<file path="src/rtl/key_event_queue.sv">
// key_event_queue: latches one-cycle key press pulses into a pending set,
// grants the lowest-index pending key each cycle into a small
// first-word-fall-through FIFO, and drains the FIFO with a valid/ready
// handshake. A press that lands on a key that is still pending is merged
// into the earlier press and raises the sticky OVERFLOW flag.
module key_event_queue #(
  parameter int N_KEYS = 8,
  parameter int CODE_W = 3,
  parameter int DEPTH  = 4
) (
  input  logic                         CLK,
  input  logic                         ACLR,
  input  logic [N_KEYS-1:0]            KEY_PULSE,
  output logic [CODE_W-1:0]            KEY_CODE,
  output logic                         KEY_VALID,
  input  logic                         KEY_READY,
  output logic [N_KEYS-1:0]            PENDING,
  output logic [$clog2(DEPTH):0]       COUNT,
  output logic                         OVERFLOW,
  input  logic                         CLR_OVF
);

  localparam int PTR_W = $clog2(DEPTH);
  localparam int CNT_W = PTR_W + 1;
  localparam logic [CNT_W-1:0] FULL_CNT = CNT_W'(DEPTH);
  localparam logic [CNT_W-1:0] ZERO_CNT = {CNT_W{1'b0}};
  localparam logic [CNT_W-1:0] ONE_CNT  = {{(CNT_W-1){1'b0}}, 1'b1};
  localparam logic [PTR_W-1:0] ONE_PTR  = {{(PTR_W-1){1'b0}}, 1'b1};

  logic [N_KEYS-1:0] pending_r;
  logic [CODE_W-1:0] mem_r [DEPTH];
  logic [PTR_W-1:0]  wr_ptr_r;
  logic [PTR_W-1:0]  rd_ptr_r;
  logic [CNT_W-1:0]  count_r;
  logic              overflow_r;

  logic [N_KEYS-1:0] grant_vec_s;
  logic [N_KEYS-1:0] grant_eff_s;
  logic [CODE_W-1:0] grant_idx_s;
  logic              found_s;
  logic              push_s;
  logic              pop_s;
  logic              merge_s;
  logic [CNT_W-1:0]  count_next_s;
  logic [CODE_W-1:0] key_code_s;

  // Lowest-index pending key wins the grant.
  always_comb begin
    grant_vec_s = {N_KEYS{1'b0}};
    grant_idx_s = {CODE_W{1'b0}};
    found_s     = 1'b0;
    for (int i = 0; i < N_KEYS; i++) begin
      if (pending_r[i] && !found_s) begin
        grant_vec_s[i] = 1'b1;
        grant_idx_s    = CODE_W'(i);
        found_s        = 1'b1;
      end else begin
        grant_vec_s[i] = 1'b0;
      end
    end
  end

  // Push is decided on the start-of-cycle count only, so a same-cycle pop
  // never frees room for a push into a full FIFO.
  always_comb begin
    push_s = found_s && (count_r != FULL_CNT);
    if (push_s) begin
      grant_eff_s = grant_vec_s;
    end else begin
      grant_eff_s = {N_KEYS{1'b0}};
    end
    pop_s   = (count_r != ZERO_CNT) && KEY_READY;
    merge_s = |(KEY_PULSE & pending_r & ~grant_eff_s);
  end

  // Occupancy bookkeeping for simultaneous push and pop.
  always_comb begin
    count_next_s = count_r;
    case ({push_s, pop_s})
      2'b10:   count_next_s = count_r + ONE_CNT;
      2'b01:   count_next_s = count_r - ONE_CNT;
      default: count_next_s = count_r;
    endcase
  end

  // Head decode; the code reads as zero whenever the FIFO is empty.
  always_comb begin
    if (count_r != ZERO_CNT) begin
      key_code_s = mem_r[rd_ptr_r];
    end else begin
      key_code_s = {CODE_W{1'b0}};
    end
  end

  // Pending set, pointers, occupancy and the sticky overflow flag.
  always_ff @(posedge CLK or posedge ACLR) begin
    if (ACLR) begin
      pending_r  <= {N_KEYS{1'b0}};
      wr_ptr_r   <= {PTR_W{1'b0}};
      rd_ptr_r   <= {PTR_W{1'b0}};
      count_r    <= ZERO_CNT;
      overflow_r <= 1'b0;
    end else begin
      pending_r <= (pending_r & ~grant_eff_s) | KEY_PULSE;
      count_r   <= count_next_s;
      if (push_s) begin
        wr_ptr_r <= wr_ptr_r + ONE_PTR;
      end else begin
        wr_ptr_r <= wr_ptr_r;
      end
      if (pop_s) begin
        rd_ptr_r <= rd_ptr_r + ONE_PTR;
      end else begin
        rd_ptr_r <= rd_ptr_r;
      end
      // A merge in the same cycle as a clear keeps the flag set.
      if (merge_s) begin
        overflow_r <= 1'b1;
      end else if (CLR_OVF) begin
        overflow_r <= 1'b0;
      end else begin
        overflow_r <= overflow_r;
      end
    end
  end

  // FIFO storage; contents are don't-care while their slot is empty.
  always_ff @(posedge CLK) begin
    if (push_s) begin
      mem_r[wr_ptr_r] <= grant_idx_s;
    end
  end

  assign KEY_CODE  = key_code_s;
  assign KEY_VALID = (count_r != ZERO_CNT);
  assign PENDING   = pending_r;
  assign COUNT     = count_r;
  assign OVERFLOW  = overflow_r;

endmodule

</file>
<file path="config.mk">
export PLATFORM = sky130hd
export DESIGN_NAME = key_event_queue
export DESIGN_NICKNAME = d
export VERILOG_FILES = /design/src/rtl/key_event_queue.sv
export SDC_FILE = /design/constraint.sdc
export NUM_CORES = 1
export LEC_CHECK = 0
export BUFFER_PORTS_ARGS = -buffer_cell sky130_fd_sc_hd__buf_4
export CAP_MARGIN = 15
export CORE_MARGIN = 10
export CORE_UTILIZATION = 53
export DETAILED_ROUTE_END_ITERATION = 16
export PLACE_DENSITY = 0.88
export SYNTH_ARGS = -nofsm -noshare
export SYNTH_HDL_FRONTEND = slang
export SYNTH_SLANG_ARGS = --single-unit
export TNS_END_PERCENT = 30
</file>
<file path="constraint.sdc">
create_clock -name CLK -period 2.6 [get_ports CLK]
set_input_delay 0.26 -clock CLK [delete_from_list [all_inputs] [get_ports CLK]]
set_output_delay 0.26 -clock CLK [all_outputs]
set_load 0.1 [all_outputs]
</file>
==> results.toml, run 1 <==
[outcome]
run_status = "finished with violations"
violations = "hold timing"

[global_routing]
overflow = 0
grt_max_degree = 17
grt_pass1_wl_um = 4340
grt_pass1_vias = 956
antenna_found_initial = 0
grtUsageTotal_pct = 10.4

[placed_design]
io_buffers = 27
dp.final_hpwl_um = 2150
gp_congestion = 0.851
place_ws_ns = 0.172
placed_area_um2 = 1630

[setup_path]
startpoint_type = "flop"
cp_cell_sequence = "nor4_4 -> a31oi_2 -> inv_1 -> ha_1 -> inv_1 -> fa_1 -> xor2_1 -> nor2_1 -> xor2_1"
path_max_fanout = 11
rrSetupSlack_ns = 0.23
r2r_start = "PENDING[0]$_DFF_PP0_"
cp_slowest_stage_delay_ns = 0.52
end_kind = "flop"
regToRegEndpoint = "COUNT[2]$_DFFE_PP0P_"
r2r_cells = 9
cp.required_ns = 2.86
cp.arrival_ns = 2.63
path_buf_inv = 2
critPathTopFamily = "adder cells"
crit_type = "reg2reg"
slowest_stage = "dfrtp_2"

[synthesis]
syn-num-nets = 131
ys_seq_elements = 28
ys_types = 39
synthCells = 113
synth_ff_type = "dfrtp_1"
netlist_area_um2 = 1390
synth_top_family_by_area = "simple AND/OR/NAND/NOR gates"
async_flop_share_pct = 57.1
synth_fa_ha_area_share_pct = 5.92
synth-compound-area-share_pct = 10.8
synth_seq_area_share_pct = 54.6
yosys-mux-area-fraction_pct = 5.57
ys.warnings.count = 0
synthSimpleGateAreaFrac_pct = 15.5
synth_xor_area_share_pct = 3.77
avgSynthCellArea_um2 = 12.3
synth_edf_count = 12

[floorplan]
die_h_um = 71.3
io_pins = 28
die_area_um2 = 5080
core_um2 = 2500
rows = 18
dieWidth_um = 71.3
start_util_pct = 55.8

[detailed_routing]
post-route-drc-count = 0
detail-route-antenna-nets = 0
wl_um = 2650
wl_per_cell_um = 15.5
firstDrtPassIters = 4
vias = 918
drtIter0Drc = 39
routed_via_density = 5.37

[timing]
rsz0062_at_grt = "no"
whs_ns = -0.0109
hold_violations = 12
relSlewSlack_pct = 58.9
tns_ns = 0
period_needed_ns = 2.37
finalCritPeriodShare_pct = 91.2
setup_viol = 0
worstMarginPinSlew_ns = 0.616
drv_slew = 0
fin_skew_ns = 0.0148
layout_setup_ws_ns = 0.228
max_freq_ghz = 0.422

[clock_network]
cts_max_level = 1
cts_buffers = 3
cts_tree = "built"
cts_sinks = 28
cts_root_buffer = "clkbuf_4"
path_clk_slew_ns = 0.15
cts_buffer_depth = 2
insertion_delay_ns = 0.32
postCtsHoldBufs = 0

[layout]
seqCellArea_um2 = 768
filler_cell_count = 178
area_growth_pct = 20.2
drive_gt1_share_pct = 34.8
antenna_cells = 0
multi_input_area_um2 = 597
stdcell_area_um2 = 1680
fin_nets = 160

[hold_path]
hp-class = "in2async"

[flow_run]
max_cap_viol_count = 0
metrics by stage:
| step | hold slack, ns | std cells | utilization, % |
|---|---|---|---|
| 2_1_floorplan | 0.173 | 113 | - |
| 3_3_place_gp | 0.377 | 167 | 65.1 |
| 3_5_place_dp | 0.368 | 167 | 65.1 |
| 4_1_cts | 0.00159 | 171 | 66.5 |
| 5_1_grt | 0.0153 | 171 | 67.0 |
| 6_report | -0.0109 | 171 | 67.0 |
worst max-delay path by stage:
stage / from / endpoint / cells past startpoint
final: PENDING[0]$_DFF_PP0_ / COUNT[2]$_DFFE_PP0P_ / 9
after global routing: PENDING[0]$_DFF_PP0_ / COUNT[2]$_DFFE_PP0P_ / 9
after CTS: COUNT[0]$_DFFE_PP0P_ / COUNT[2]$_DFFE_PP0P_ / 9
after detailed placement: COUNT[0]$_DFFE_PP0P_ / COUNT[2]$_DFFE_PP0P_ / 9
after global placement: COUNT[0]$_DFFE_PP0P_ / COUNT[2]$_DFFE_PP0P_ / 9
after floorplan: PENDING[2]$_DFF_PP0_ / COUNT[2]$_DFFE_PP0P_ / 9
layer usage:
layer  global-route usage (%)  part of all wire [%]
met1                     11.5                    44
met4                     4.30                  0.30
met3                     4.13                   6.2
met2                     17.5                    50
met5                        0                     0
cell usage after synthesis, types with 2 or more instances:
library cell,n,share of area [%]
edfxtp_1,12,26
inv_1,9,2.4
a21o_1,2,1.1
nand2_1,6,1.6
a21oi_1,3,1.1
nor2_1,5,1.3
xor2_1,3,1.9
dfrtp_1,16,29
xnor2_1,3,1.9
mux4_2,3,4.8
ha_1,5,4.5
nand2b_1,5,2.2
and2_1,8,3.6
nor3_1,4,1.4
o21ai_0,5,1.8
repair_timing:
item | in CTS | in global routing
setup buffers | 0 | 0
setup endpoints to repair | 0 | 1
resized for setup | 0 | 2
endpoints found under the hold margin | 0 | 0
worst reg2reg max path, cell delays in order, from the launching register on:
cell and delay [ns]:
dfrtp_2 0.52, nor4_4 0.41, a31oi_2 0.24, inv_1 0.10, ha_1 0.18, inv_1 0.06, fa_1 0.37, xor2_1 0.15
nor2_1 0.12, xor2_1 0.16
cell type report:
cell class | instances | share of cell area [%]
Clock buffer | 4 | 2.17
Inverter | 9 | 2.02
Multi-Input combinational cell | 73 | 35.6
Sequential cell | 28 | 45.9
Tap cell | 30 | 2.24
Timing Repair Buffer | 27 | 12.1
cells by family (layout without fill, tap and decap cells):
kind of cell | count (synthesis) | count (layout)
adder cells (fa/ha/maj) | 6 | 6
XOR/XNOR | 6 | 6
flip-flops | 28 | 28
AND/OR/NAND/NOR | 36 | 36
AO/OA/AOI/OAI | 21 | 21
buffers and inverters | 12 | 40
multiplexers | 4 | 4
layout by cell type (no fill, tap or decap), types with 5 or more instances in the layout:
master / instances
nand2_1: 6
inv_1: 9
ha_1: 5
o21ai_0: 5
nor2_1: 5
buf_4: 27
dfrtp_1: 10
and2_1: 8
dfrtp_2: 6
edfxtp_1: 12
nand2b_1: 5
flip-flops by register name (all words and copies together), names as in the netlist:
signal,flops
wr_ptr_r,2
COUNT,3
PENDING,8
mem_r,12
OVERFLOW,1
rd_ptr_r,2
Power of run 1 is left out: the tool's default activity adds up to more than one toggle a clock period on the data nets, which glitch-free logic cannot reach.
==> run 2: changes to the inputs <==
--- a/config.mk
+++ b/config.mk
@@ -12,2 +12,3 @@
 export DETAILED_ROUTE_END_ITERATION = 16
+export MAX_ROUTING_LAYER = met4
 export PLACE_DENSITY = 0.88
--- a/constraint.sdc
+++ b/constraint.sdc
@@ -3,2 +3,2 @@
 set_output_delay 0.26 -clock CLK [all_outputs]
-set_load 0.1 [all_outputs]
+set_load 0.02 [all_outputs]
==> results.toml, run 2 (synthesis results as in run 1) <==
[outcome]
run_status = "finished with violations"
violations = "hold timing"

[detailed_routing]
routed_via_density = 5.68
detail-route-antenna-nets = 0
wl_um = 2910
post-route-drc-count = 0
firstDrtPassIters = 4
vias = 977
wl_per_cell_um = 16.9
drtIter0Drc = 36

[placed_design]
gp_congestion = 0.871
placed_area_um2 = 1620
dp.final_hpwl_um = 2290
io_buffers = 27
place_ws_ns = 0.196

[floorplan]
dieWidth_um = 71.3
start_util_pct = 55.8
core_um2 = 2500
die_h_um = 71.3
rows = 18
die_area_um2 = 5080
io_pins = 28

[clock_network]
insertion_delay_ns = 0.32
post_cts_buffers = 0
cts_sinks = 28
cts_max_level = 1
cts_resized = 0
cts_buffer_depth = 2
cts_tree = "built"
postCtsHoldBufs = 0
cts_root_buffer = "clkbuf_4"
cts_buffers = 3
path_clk_slew_ns = 0.14

[global_routing]
antenna_found_initial = 0
grtUsageTotal_pct = 11.8
grt_pass1_wl_um = 4890
grt_max_degree = 17
overflow = 0
grt_pass1_vias = 1038

[setup_path]
startpoint_type = "flop"
end_kind = "flop"
regToRegEndpoint = "COUNT[2]$_DFFE_PP0P_"
crit_type = "reg2reg"
r2r_cells = 9
cp.arrival_ns = 2.67
rrSetupSlack_ns = 0.19
path_max_fanout = 11
r2r_start = "PENDING[0]$_DFF_PP0_"
cp.required_ns = 2.85

[pwr]
p_leak_nw = 0.680
p_per_area_nw_per_um2 = 1010
peakVddDrop_v = 0.000722
finalPower_w = 0.00168

[layout]
antenna_cells = 0
drive_gt1_share_pct = 29.6
final_common_cell = "buf_4"
largest_reg_flops = 12
largest-register = "mem_r"
final_cell_mix = "buf_4 (28), dfrtp_1 (16), edfxtp_1 (12)"
fin_nets = 161
area_growth_pct = 19.1
stdcell_area_um2 = 1660

[hold_path]
hp-class = "in2async"

[timing]
fin_skew_ns = 0.00413
rsz0062_at_grt = "no"
layout_setup_ws_ns = 0.186
period_needed_ns = 2.41
hold_violations = 2
max_freq_ghz = 0.414
relSlewSlack_pct = 58.4
tns_ns = 0
finalCritPeriodShare_pct = 92.9
worstMarginPinSlew_ns = 0.623
setup_viol = 0
whs_ns = -0.00115
drv_slew = 0

[flow_run]
max_cap_viol_count = 0
## run 2: cell types whose count changed in the layout (fill, tap and decap cells not counted), sizes merged
cell	before	now
buf	27	28
## run 2: final cells by class
type | instances | area [um^2]
well taps | 30 | 37.5
fillers | 184 | 840
multi-input cells | 73 | 592
flip-flops and latches | 28 | 761
inverters | 9 | 33.8
clock buffers | 4 | 26.3
repair buffers | 28 | 210
## run 2: stage by stage
step / hold WS (ns) / std cells / util, %
floorplan: 0.174 / 113 / -
global placement: 0.367 / 168 / 64.9
detailed placement: 0.377 / 168 / 64.9
CTS: 0.0156 / 172 / 65.9
global route: 0.0338 / 172 / 66.4
finish: -0.00115 / 172 / 66.4
## run 2: worst max-delay path: stages (launching register included)
cell	delay, ns
dfrtp_1	0.54
nor4_4	0.44
a31oi_2	0.24
inv_1	0.10
ha_1	0.17
inv_1	0.06
fa_1	0.37
xor2_1	0.15
nor2_1	0.11
xor2_1	0.17
## run 2: worst max-delay path by stage
| stage | startpoint | to | slack, ns | depth (start not counted) |
|---|---|---|---|---|
| floorplan | PENDING[0]$_DFF_PP0_ | COUNT[2]$_DFFE_PP0P_ | 0.32 | 10 |
| global placement | COUNT[0]$_DFFE_PP0P_ | COUNT[2]$_DFFE_PP0P_ | 0.30 | 9 |
| detailed placement | COUNT[0]$_DFFE_PP0P_ | COUNT[2]$_DFFE_PP0P_ | 0.20 | 9 |
| CTS | COUNT[0]$_DFFE_PP0P_ | COUNT[2]$_DFFE_PP0P_ | 0.16 | 9 |
| global route | PENDING[0]$_DFF_PP0_ | COUNT[2]$_DFFE_PP0P_ | 0.03 | 9 |
| finish | PENDING[0]$_DFF_PP0_ | COUNT[2]$_DFFE_PP0P_ | 0.19 | 9 |
## run 2: metal layers
metal  track usage [%]  wire length [um]  up-vias
li1                  -                 -      464
met1              14.3              1290      479
met2              18.7              1460       30
met3              2.75               139        4
met4              4.30                23        0
met5                 -                 0        -
## run 2: power breakdown
group          internal, W  total (W)  switching, W  leakage, nW
registers         0.000624   0.000749      0.000126        0.281
logic             0.000357   0.000750      0.000393        0.385
clock network    0.0000600   0.000179      0.000119       0.0150
total              0.00104    0.00168      0.000638        0.680
Note: power is estimated with default switching activity, not from simulation.
==> run 3: changes to the inputs <==
CORE_MARGIN = unset   (was 10)
CORE_UTILIZATION = 41   (was 53)
PLACE_DENSITY = 0.73   (was 0.88)
==> results.toml, run 3 (synthesis results as in run 1) <==
[layout]
antenna_cells = 0
fin_cells = 188
largest_reg_flops = 12
area_growth_pct = 22.4
final_cell_mix = "buf_4 (30), dfrtp_1 (16), edfxtp_1 (12)"
largest-register = "mem_r"
drive_gt1_share_pct = 30.6
fin_nets = 163
final_common_cell = "buf_4"

[placed_design]
gp_congestion = 0.864
dp.final_hpwl_um = 2070
io_buffers = 27
placed_cells = 184

[clock_network]
post_cts_buffers = 0
cts_resized = 0
cts_buffers = 3
postCtsHoldBufs = 0
cts_max_level = 1
cts_buffer_depth = 2
insertion_delay_ns = 0.33
path_clk_slew_ns = 0.15
cts_tree = "built"
cts_root_buffer = "clkbuf_4"
cts_sinks = 28

[floorplan]
dieWidth_um = 60.3
io_pins = 28
core_um2 = 3130
die_h_um = 60.3
rows = 20
start_util_pct = 44.6
die_area_um2 = 3640

[detailed_routing]
wl_per_cell_um = 14.4
firstDrtPassIters = 4
wl_um = 2700
routed_via_density = 5.22
vias = 981
post-route-drc-count = 0
drtIter0Drc = 28
detail-route-antenna-nets = 0

[timing]
relSlewSlack_pct = 57.8
hold_violations = 11
finalCritPeriodShare_pct = 90.0
drv_slew = 0
worstMarginPinSlew_ns = 0.632
max_freq_ghz = 0.427
rsz0062_at_grt = "no"
whs_ns = -0.00794
setup_viol = 0
period_needed_ns = 2.34
fin_skew_ns = 0.00622
tns_ns = 0

[setup_path]
cp.required_ns = 2.87
r2r_cells = 9
cp_slowest_stage_delay_ns = 0.46
cp.arrival_ns = 2.61
startpoint = "PENDING[3]$_DFF_PP0_"
startpoint_type = "flop"
r2r_start = "PENDING[3]$_DFF_PP0_"
crit_type = "reg2reg"
end_kind = "flop"
cp_cell_sequence = "nor4_4 -> a31oi_1 -> inv_1 -> ha_1 -> inv_1 -> fa_1 -> xor2_1 -> nor2_1 -> xor2_1"
slowest_stage = "dfrtp_1"
rrSetupSlack_ns = 0.26
regToRegEndpoint = "COUNT[2]$_DFFE_PP0P_"
path_max_fanout = 8

[global_routing]
antenna_found_initial = 0
overflow = 0
grt_max_degree = 17
grtUsageTotal_pct = 17.6
grt_pass1_wl_um = 4430
grt_pass1_vias = 960

[hold_path]
hp-class = "in2async"

[pwr]
p_leak_nw = 0.700
peakVddDrop_v = 0.000331
p_per_area_nw_per_um2 = 1030

[flow_run]
max_cap_viol_count = 0

[outcome]
violations = "hold timing"
run_status = "finished with violations"
[run 3: critical path, delay by kind of cell (launching register included)]
family                   cells  cell delay [ns]
flip-flops                   1             0.46
XOR/XNOR                     2             0.30
AND/OR/NAND/NOR              2             0.51
AO/OA/AOI/OAI                1             0.29
buffers and inverters        2             0.18
adder cells (fa/ha/maj)      2             0.56
[run 3: how the worst max path moves through the flow]
stage / cells after the start / endpoint / slack, ns
global route: 9 / COUNT[2]$_DFFE_PP0P_ / 0.04
CTS: 9 / COUNT[2]$_DFFE_PP0P_ / 0.25
finish: 9 / COUNT[2]$_DFFE_PP0P_ / 0.26
detailed placement: 9 / COUNT[2]$_DFFE_PP0P_ / 0.30
floorplan: 10 / COUNT[2]$_DFFE_PP0P_ / 0.32
global placement: 9 / COUNT[2]$_DFFE_PP0P_ / 0.39
[run 3: routing by layer]
metal | up-vias | track usage, % | wire length (um)
met1 | 484 | 20.4 | 1120
met3 | 2 | 3.25 | 115
met4 | 0 | 5.98 | 9
li1 | 465 | - | -
met5 | - | - | 0
met2 | 30 | 30.3 | 1450
[run 3: layout make-up]
type	instances	area, um^2
Fill cell	265	1420
Sequential cell	28	761
Multi-Input combinational cell	73	579
Timing Repair Buffer	30	225
Tap cell	44	55.1
Inverter	9	33.8
Clock inverter	1	30.0
Clock buffer	3	22.5
[run 3: where the power goes]
part	leakage (nW)	switching, W	internal [W]	total (W)
clock network	0.0279	0.000127	0.000156	0.000283
registers	0.281	0.000108	0.000624	0.000732
logic	0.392	0.000385	0.000359	0.000744
total	0.700	0.000620	0.00114	0.00176
[run 3: through the flow]
step | hold slack [ns] | worst slack (ns) | total power [W] | instance area [um^2] | utilization, %
floorplan | 0.174 | 0.315 | 0.00124 | 1390 | -
global placement | 0.373 | 0.394 | 0.00146 | 1650 | 52.9
detailed placement | 0.386 | 0.296 | 0.00150 | 1650 | 52.9
global route | 0.0120 | 0.0401 | 0.00190 | 1710 | 54.6
CTS | 0.0125 | 0.249 | 0.00178 | 1710 | 54.6
finish | -0.00794 | 0.259 | 0.00176 | 1710 | 54.6
